--- config.mk ---
export PLATFORM = sky130hd
export DESIGN_NAME = mips_instr_encoder_flat
export DESIGN_NICKNAME = d
export VERILOG_FILES = /design/src/rtl/mips_instr_encoder_if.sv /design/src/rtl/mips_instr_encoder.sv /design/src/flat_wrapper.sv
export SDC_FILE = /design/constraint.sdc
export NUM_CORES = 1
export LEC_CHECK = 0
export BUFFER_PORTS_ARGS = -buffer_cell sky130_fd_sc_hd__buf_4
export CAP_MARGIN = 20
export CORE_MARGIN = 2
export CORE_UTILIZATION = 33
export DETAILED_ROUTE_END_ITERATION = 16
export PLACE_DENSITY = 0.66
export RECOVER_POWER = 25
export REMOVE_ABC_BUFFERS = 1
export SLEW_MARGIN = 10
export SYNTH_ARGS = -nofsm -noshare
export SYNTH_HDL_FRONTEND = slang
export SYNTH_SLANG_ARGS = --single-unit
--- constraint.sdc ---
create_clock -name clk -period 3.65 [get_ports clk]
set_clock_uncertainty 0.15 [all_clocks]
set_input_delay 0.1825 -clock clk [delete_from_list [all_inputs] [get_ports clk]]
set_output_delay 0.1825 -clock clk [all_outputs]
set_load 0.02 [all_outputs]
--- src/rtl/mips_instr_encoder_if.sv ---
// Request channel of the instruction encoder: one symbolic instruction
// per valid/ready transfer.
interface mips_instr_encoder_if;
    logic        req_valid;
    logic        req_ready;
    logic [4:0]  req_mnem;
    logic [4:0]  req_rs;
    logic [4:0]  req_rt;
    logic [4:0]  req_rd;
    logic [4:0]  req_shamt;
    logic [15:0] req_imm;
    logic [25:0] req_target;
    logic        req_last;

    modport master (
        output req_valid, req_mnem, req_rs, req_rt, req_rd, req_shamt,
               req_imm, req_target, req_last,
        input  req_ready
    );

    modport slave (
        input  req_valid, req_mnem, req_rs, req_rt, req_rd, req_shamt,
               req_imm, req_target, req_last,
        output req_ready
    );
endinterface

--- src/rtl/mips_instr_encoder.sv ---
// MIPS instruction encoder / program loader. Accepts symbolic requests,
// assembles 32-bit MIPS words and writes them sequentially into
// instruction memory through a registered write port.
module mips_instr_encoder #(
    parameter int ADDR_WIDTH = 6,
    parameter int START_ADDR = 0
) (
    input  logic                  clk,
    input  logic                  reset,
    input  logic                  start,
    mips_instr_encoder_if.slave   req,
    output logic                  mem_we,
    output logic [ADDR_WIDTH-1:0] mem_addr,
    output logic [31:0]           mem_wdata,
    output logic [ADDR_WIDTH:0]   count,
    output logic                  busy,
    output logic                  done,
    output logic                  error
);

    typedef enum logic [1:0] {IDLE, LOAD, DONE, ERROR} state_t;
    typedef enum logic [1:0] {K_BAD, K_R, K_I, K_J} kind_t;

    localparam logic [4:0] M_SLL = 5'd6;
    localparam logic [4:0] M_SRL = 5'd7;
    localparam logic [4:0] M_JR  = 5'd8;
    localparam logic [4:0] M_LUI = 5'd11;

    // Count value that, once incremented by a write, fills the memory.
    localparam logic [ADDR_WIDTH:0] LAST_SLOT = (ADDR_WIDTH+1)'((1 << ADDR_WIDTH) - 1);

    state_t                state_reg, state_next;
    logic [ADDR_WIDTH-1:0] addr_reg;
    logic [ADDR_WIDTH:0]   count_reg;
    logic                  mem_we_reg;
    logic [ADDR_WIDTH-1:0] mem_addr_reg;
    logic [31:0]           mem_wdata_reg;
    // A transfer that ends the session leaves LOAD only after its write
    // cycle; these flags close the handshake during that write cycle.
    logic                  last_pend_reg;
    logic                  ovf_pend_reg;

    kind_t       kind;
    logic [5:0]  opfn;
    logic [4:0]  rs_f, rt_f, rd_f, sh_f;
    logic [31:0] enc_word;
    logic        enc_legal;
    logic        xfer;

    assign req.req_ready = (state_reg == LOAD) && !start && !last_pend_reg && !ovf_pend_reg;
    assign xfer          = req.req_valid && req.req_ready;

    // Mnemonic decode and field assembly of the encoded word.
    always_comb begin
        kind = K_BAD;
        opfn = 6'h00;
        case (req.req_mnem)
            5'd0:  begin kind = K_R; opfn = 6'h20; end
            5'd1:  begin kind = K_R; opfn = 6'h22; end
            5'd2:  begin kind = K_R; opfn = 6'h24; end
            5'd3:  begin kind = K_R; opfn = 6'h25; end
            5'd4:  begin kind = K_R; opfn = 6'h27; end
            5'd5:  begin kind = K_R; opfn = 6'h2A; end
            5'd6:  begin kind = K_R; opfn = 6'h00; end
            5'd7:  begin kind = K_R; opfn = 6'h02; end
            5'd8:  begin kind = K_R; opfn = 6'h08; end
            5'd9:  begin kind = K_I; opfn = 6'h08; end
            5'd10: begin kind = K_I; opfn = 6'h0D; end
            5'd11: begin kind = K_I; opfn = 6'h0F; end
            5'd12: begin kind = K_I; opfn = 6'h04; end
            5'd13: begin kind = K_I; opfn = 6'h05; end
            5'd14: begin kind = K_I; opfn = 6'h0C; end
            5'd15: begin kind = K_I; opfn = 6'h23; end
            5'd16: begin kind = K_I; opfn = 6'h2B; end
            5'd17: begin kind = K_J; opfn = 6'h02; end
            5'd18: begin kind = K_J; opfn = 6'h03; end
            default: begin kind = K_BAD; opfn = 6'h00; end
        endcase

        // Unused fields are zeroed so the word is canonical.
        rs_f = req.req_rs;
        rt_f = req.req_rt;
        rd_f = req.req_rd;
        sh_f = 5'd0;
        if (req.req_mnem == M_SLL || req.req_mnem == M_SRL) begin
            sh_f = req.req_shamt;
            rs_f = 5'd0;
        end
        if (req.req_mnem == M_JR) begin
            rt_f = 5'd0;
            rd_f = 5'd0;
        end
        if (req.req_mnem == M_LUI) begin
            rs_f = 5'd0;
        end

        case (kind)
            K_R:     enc_word = {6'h00, rs_f, rt_f, rd_f, sh_f, opfn};
            K_I:     enc_word = {opfn, rs_f, rt_f, req.req_imm};
            K_J:     enc_word = {opfn, req.req_target};
            default: enc_word = 32'h0;
        endcase
        enc_legal = (kind != K_BAD);
    end

    // State register.
    always_ff @(posedge clk) begin
        if (reset) begin
            state_reg <= IDLE;
        end else begin
            state_reg <= state_next;
        end
    end

    // Next-state logic; start restarts the session from any state.
    always_comb begin
        state_next = state_reg;
        if (start) begin
            state_next = LOAD;
        end else begin
            case (state_reg)
                LOAD: begin
                    if (last_pend_reg) begin
                        state_next = DONE;
                    end else if (ovf_pend_reg) begin
                        state_next = ERROR;
                    end else if (xfer && !enc_legal) begin
                        state_next = ERROR;
                    end
                end
                default: state_next = state_reg;
            endcase
        end
    end

    // Write port, address/count tracking and end-of-session flags.
    always_ff @(posedge clk) begin
        if (reset) begin
            addr_reg      <= '0;
            count_reg     <= '0;
            mem_we_reg    <= 1'b0;
            mem_addr_reg  <= '0;
            mem_wdata_reg <= 32'h0;
            last_pend_reg <= 1'b0;
            ovf_pend_reg  <= 1'b0;
        end else if (start) begin
            addr_reg      <= ADDR_WIDTH'(START_ADDR);
            count_reg     <= '0;
            mem_we_reg    <= 1'b0;
            last_pend_reg <= 1'b0;
            ovf_pend_reg  <= 1'b0;
        end else begin
            mem_we_reg    <= 1'b0;
            last_pend_reg <= 1'b0;
            ovf_pend_reg  <= 1'b0;
            if (xfer && enc_legal) begin
                mem_we_reg    <= 1'b1;
                mem_addr_reg  <= addr_reg;
                mem_wdata_reg <= enc_word;
                addr_reg      <= addr_reg + 1'b1;
                count_reg     <= count_reg + 1'b1;
                last_pend_reg <= req.req_last;
                ovf_pend_reg  <= !req.req_last && (count_reg == LAST_SLOT);
            end
        end
    end

    // A restart in the write cycle cancels that write.
    assign mem_we    = mem_we_reg && !start;
    assign mem_addr  = mem_addr_reg;
    assign mem_wdata = mem_wdata_reg;
    assign count     = count_reg;
    assign busy      = (state_reg == LOAD);
    assign done      = (state_reg == DONE);
    assign error     = (state_reg == ERROR);

endmodule

--- src/flat_wrapper.sv ---
// flat-port wrapper written by rule: the top's interface ports become plain ports
module mips_instr_encoder_flat 
#(
    parameter int ADDR_WIDTH = 6,
    parameter int START_ADDR = 0
)
  (clk, reset, start, mem_we, mem_addr, mem_wdata, count, busy, done, error, req_req_valid, req_req_mnem, req_req_rs, req_req_rt, req_req_rd, req_req_shamt, req_req_imm, req_req_target, req_req_last, req_req_ready);
  mips_instr_encoder_if req_i ();
  input  logic clk;
  input  logic reset;
  input  logic start;
  output logic mem_we;
  output logic [ADDR_WIDTH-1:0] mem_addr;
  output logic [31:0] mem_wdata;
  output logic [ADDR_WIDTH:0] count;
  output logic busy;
  output logic done;
  output logic error;
  input wire logic [$bits(req_i.req_valid)-1:0] req_req_valid;
  input wire logic [$bits(req_i.req_mnem)-1:0] req_req_mnem;
  input wire logic [$bits(req_i.req_rs)-1:0] req_req_rs;
  input wire logic [$bits(req_i.req_rt)-1:0] req_req_rt;
  input wire logic [$bits(req_i.req_rd)-1:0] req_req_rd;
  input wire logic [$bits(req_i.req_shamt)-1:0] req_req_shamt;
  input wire logic [$bits(req_i.req_imm)-1:0] req_req_imm;
  input wire logic [$bits(req_i.req_target)-1:0] req_req_target;
  input wire logic [$bits(req_i.req_last)-1:0] req_req_last;
  output wire logic [$bits(req_i.req_ready)-1:0] req_req_ready;
  assign req_i.req_valid = req_req_valid;
  assign req_i.req_mnem = req_req_mnem;
  assign req_i.req_rs = req_req_rs;
  assign req_i.req_rt = req_req_rt;
  assign req_i.req_rd = req_req_rd;
  assign req_i.req_shamt = req_req_shamt;
  assign req_i.req_imm = req_req_imm;
  assign req_i.req_target = req_req_target;
  assign req_i.req_last = req_req_last;
  assign req_req_ready = req_i.req_ready;
  mips_instr_encoder #(.ADDR_WIDTH(ADDR_WIDTH), .START_ADDR(START_ADDR)) u_core (.clk(clk), .reset(reset), .start(start), .req(req_i), .mem_we(mem_we), .mem_addr(mem_addr), .mem_wdata(mem_wdata), .count(count), .busy(busy), .done(done), .error(error));
endmodule
==> flow_metrics.tcl <==
set metrics [dict create \
    status "complete, no violations" \
    timing.critical_path.mode_cell "buf_4" \
    avgSynthCellArea_um2 8.46 \
    finalSetupViolCount 0 \
    cp-start-kind "input pin" \
    period_minus_slack_ns 2.44 \
    hold_violations 0 \
    synth-seq-cells 55 \
    crit_path_max_fanout 29 \
    cts_resized 0 \
    cp_slowest_cell "dlygate4sd3_1" \
    grt_antenna_before_repair 0 \
    post_cts_buffers 0 \
    drc 0 \
    slew_violations 0 \
    syn_inst 316 \
    hp-class "in2reg" \
    cp_cell_sequence "dlygate4sd3_1 -> clkbuf_1 -> and4b_1 -> buf_4 -> and2_2 -> buf_4 -> nor2_1 -> a211oi_1" \
    dieWidth_um 94.0 \
    end_kind "flop" \
    crit_family "buffers and inverters" \
    io_pins 122 \
    slew_headroom_pct 42.4 \
    fin_crit_sh_pct 67.0 \
    ctsLongestPathBuffers 2 \
    p_per_area_mw_per_mm2 320 \
    cts_tree "done" \
    critical_path_class "in2reg" \
    drtIter0Drc 159 \
    port_buffers 120 \
    avgViaCountPerCell 5.13 \
    r2r_slack_ns 1.25 \
    die_area_mm2 0.00884 \
    coreArea_mm2 0.00781 \
    max_stage_delay_ns 0.53 \
    synth.distinct_cells 43 \
    seq_area_frac_synth_pct 41.2 \
    synth_flop_cell "dfxtp_1" \
    synth_warnings 0 \
    rsz0062_at_grt "false" \
    ant_nets 0 \
    finalWirelength_um 7660 \
    ctsHoldBuffers 2 \
    area.growth.synth_to_final_pct 35.6 \
    cts_root_buf "clkbuf_8" \
    largest_reg_flops 31 \
    wl_per_cell_um 14.5 \
    gp_congestion 0.925 \
    grt_pass1_vias 2405 \
    required_ns 3.73 \
    clkLatencyLatePin_ns 0.31 \
    grt_max_degree 40 \
    cts_sinks 55 \
    tns_ns 0 \
    cap_violations 0 \
    finalPower_mw 1.16 \
    synth_area_mm2 0.00267 \
    tightest_slew_ns 0.862 \
    p_leak_nw 1.47 \
    synthTopCellsByArea "dfxtp_1 41%, nor2_1 7.6%, a211oi_1 5.1%, a221oi_1 4.3%, a222oi_1 4.1%" \
    fmax_mhz 409 \
    async_reset_ff_share_pct 0 \
    diodes 0 \
    htreeDepth 2 \
    grt_pass1_wl_um 11700 \
    max-vdd-ir-drop_mv 0.134 \
    nets 504 \
    synth_edf_count 0 \
    critPathBufInv 4 \
    dr.pass1.iters 5 \
    synth_top_area_cell "dfxtp_1" \
    vias 2711 \
    die_h_um 94.0 \
    drive_above_1_share_pct 26.5 \
    hpwl_um 5720 \
    start_util_pct 34.2 \
    yosysTopAreaCellShare_pct 41.2 \
    rows 32 \
    grt_usage_pct 16.6 \
    cts_inserted_buffers 5 \
    clkTransAtPathRegs_ns 0.10 \
    grt_overflow_total 0 \
    cp.arrival_ns 2.52 \
]
cell usage after synthesis (2+ instances only):
library cell / number
nor2_1: 54
a21oi_1: 16
xor2_1: 9
nand3_1: 6
a211oi_1: 18
a222oi_1: 11
nand3b_1: 2
inv_1: 6
buf_4: 6
ha_1: 7
nand2_1: 27
nand2b_1: 2
nor2b_1: 6
nor3_1: 9
dfxtp_1: 55
o31ai_1: 2
and3_1: 3
clkbuf_1: 7
xnor2_1: 2
o21ai_0: 6
a22oi_1: 6
and2_1: 8
a2bb2oi_1: 2
nand4_1: 4
or2_2: 2
buf_2: 11
a221oi_1: 13
power breakdown:
group          leakage [nW]  internal (mW)  switching, mW
combinational         0.977         0.0943          0.105
clock                0.0489          0.139          0.202
sequential            0.445          0.611        0.00632
total                  1.47          0.845          0.314
per-stage QoR:
step           hold WS (ns)  area, um^2  std cells  utilization (%)  setup slack, ns
5_1_grt              0.0566        3620        528             46.4            0.971
3_3_place_gp          0.251        3610        518             46.3             1.14
3_5_place_dp          0.259        3610        518             46.3             1.09
4_1_cts              0.0630        3720        528             47.7             1.19
2_1_floorplan         0.102        2540        291                -            0.761
6_report             0.0682        3620        528             46.4             1.21
logic make-up (layout without fill, tap and decap cells):
family,Yosys count,count (layout),synth area share [%]
adder cells (fa/ha/maj),7,7,3.28
other,1,1,0.140
AO/OA/AOI/OAI,80,80,22.2
flip-flops,55,55,41.2
AND/OR/NAND/NOR,130,130,23.5
multiplexers,1,1,0.374
XOR/XNOR,11,11,3.60
buffers and inverters,31,141,5.71
per-layer routing:
metal  vias to the layer above  track usage [%]  part of all wire [%]
met1                      1260             22.0                    43
met2                        89             27.7                    50
met3                         4             2.89                   5.5
li1                       1358                -                     -
met4                         0             4.47                   1.1
met5                         -                0                     0
cells in the final DEF (no fill, tap or decap), types with 3 or more instances in the layout:
cell type  instances
nand4_1            4
dfxtp_1           55
nor2_1            54
a211oi_1          18
buf_4             99
nand3_1            6
and3_1             3
nand2_1           27
a22oi_1            6
a21oi_1           16
clkbuf_1          26
clkbuf_8           5
nor3_1             9
nor2b_1            6
a222oi_1          11
inv_1              6
xor2_1             9
a221oi_1          13
o21ai_0            6
ha_1               7
and2_1             7
worst min-delay path: cells and delay by family:
| family | cells | cell delay, ns |
|---|---|---|
| simple gates | 1 | 0.16 |
| buf+inv | 1 | 0.08 |
| compound gates | 1 | 0.06 |
worst paths after layout:
check | cells past startpoint | startpoint | to
max | 8 | start | u_core.mem_wdata[5]
min | 3 | req_req_target[4] | u_core.mem_wdata[4]
max reg2reg | 7 | u_core.state_reg[0] | u_core.mem_wdata[5]
min reg2reg | 2 | u_core.mem_wdata[27] | u_core.mem_wdata[27]
final cells by class:
cell class | count | area, um^2
Multi-Input combinational cell | 230 | 1420
Fill cell | 813 | 4180
Clock inverter | 3 | 22.5
Inverter | 6 | 22.5
Timing Repair Buffer | 127 | 861
Sequential cell | 55 | 1100
Clock buffer | 5 | 68.8
Tap cell | 102 | 128
No activity file was read; power rests on OpenSTA's default activity.
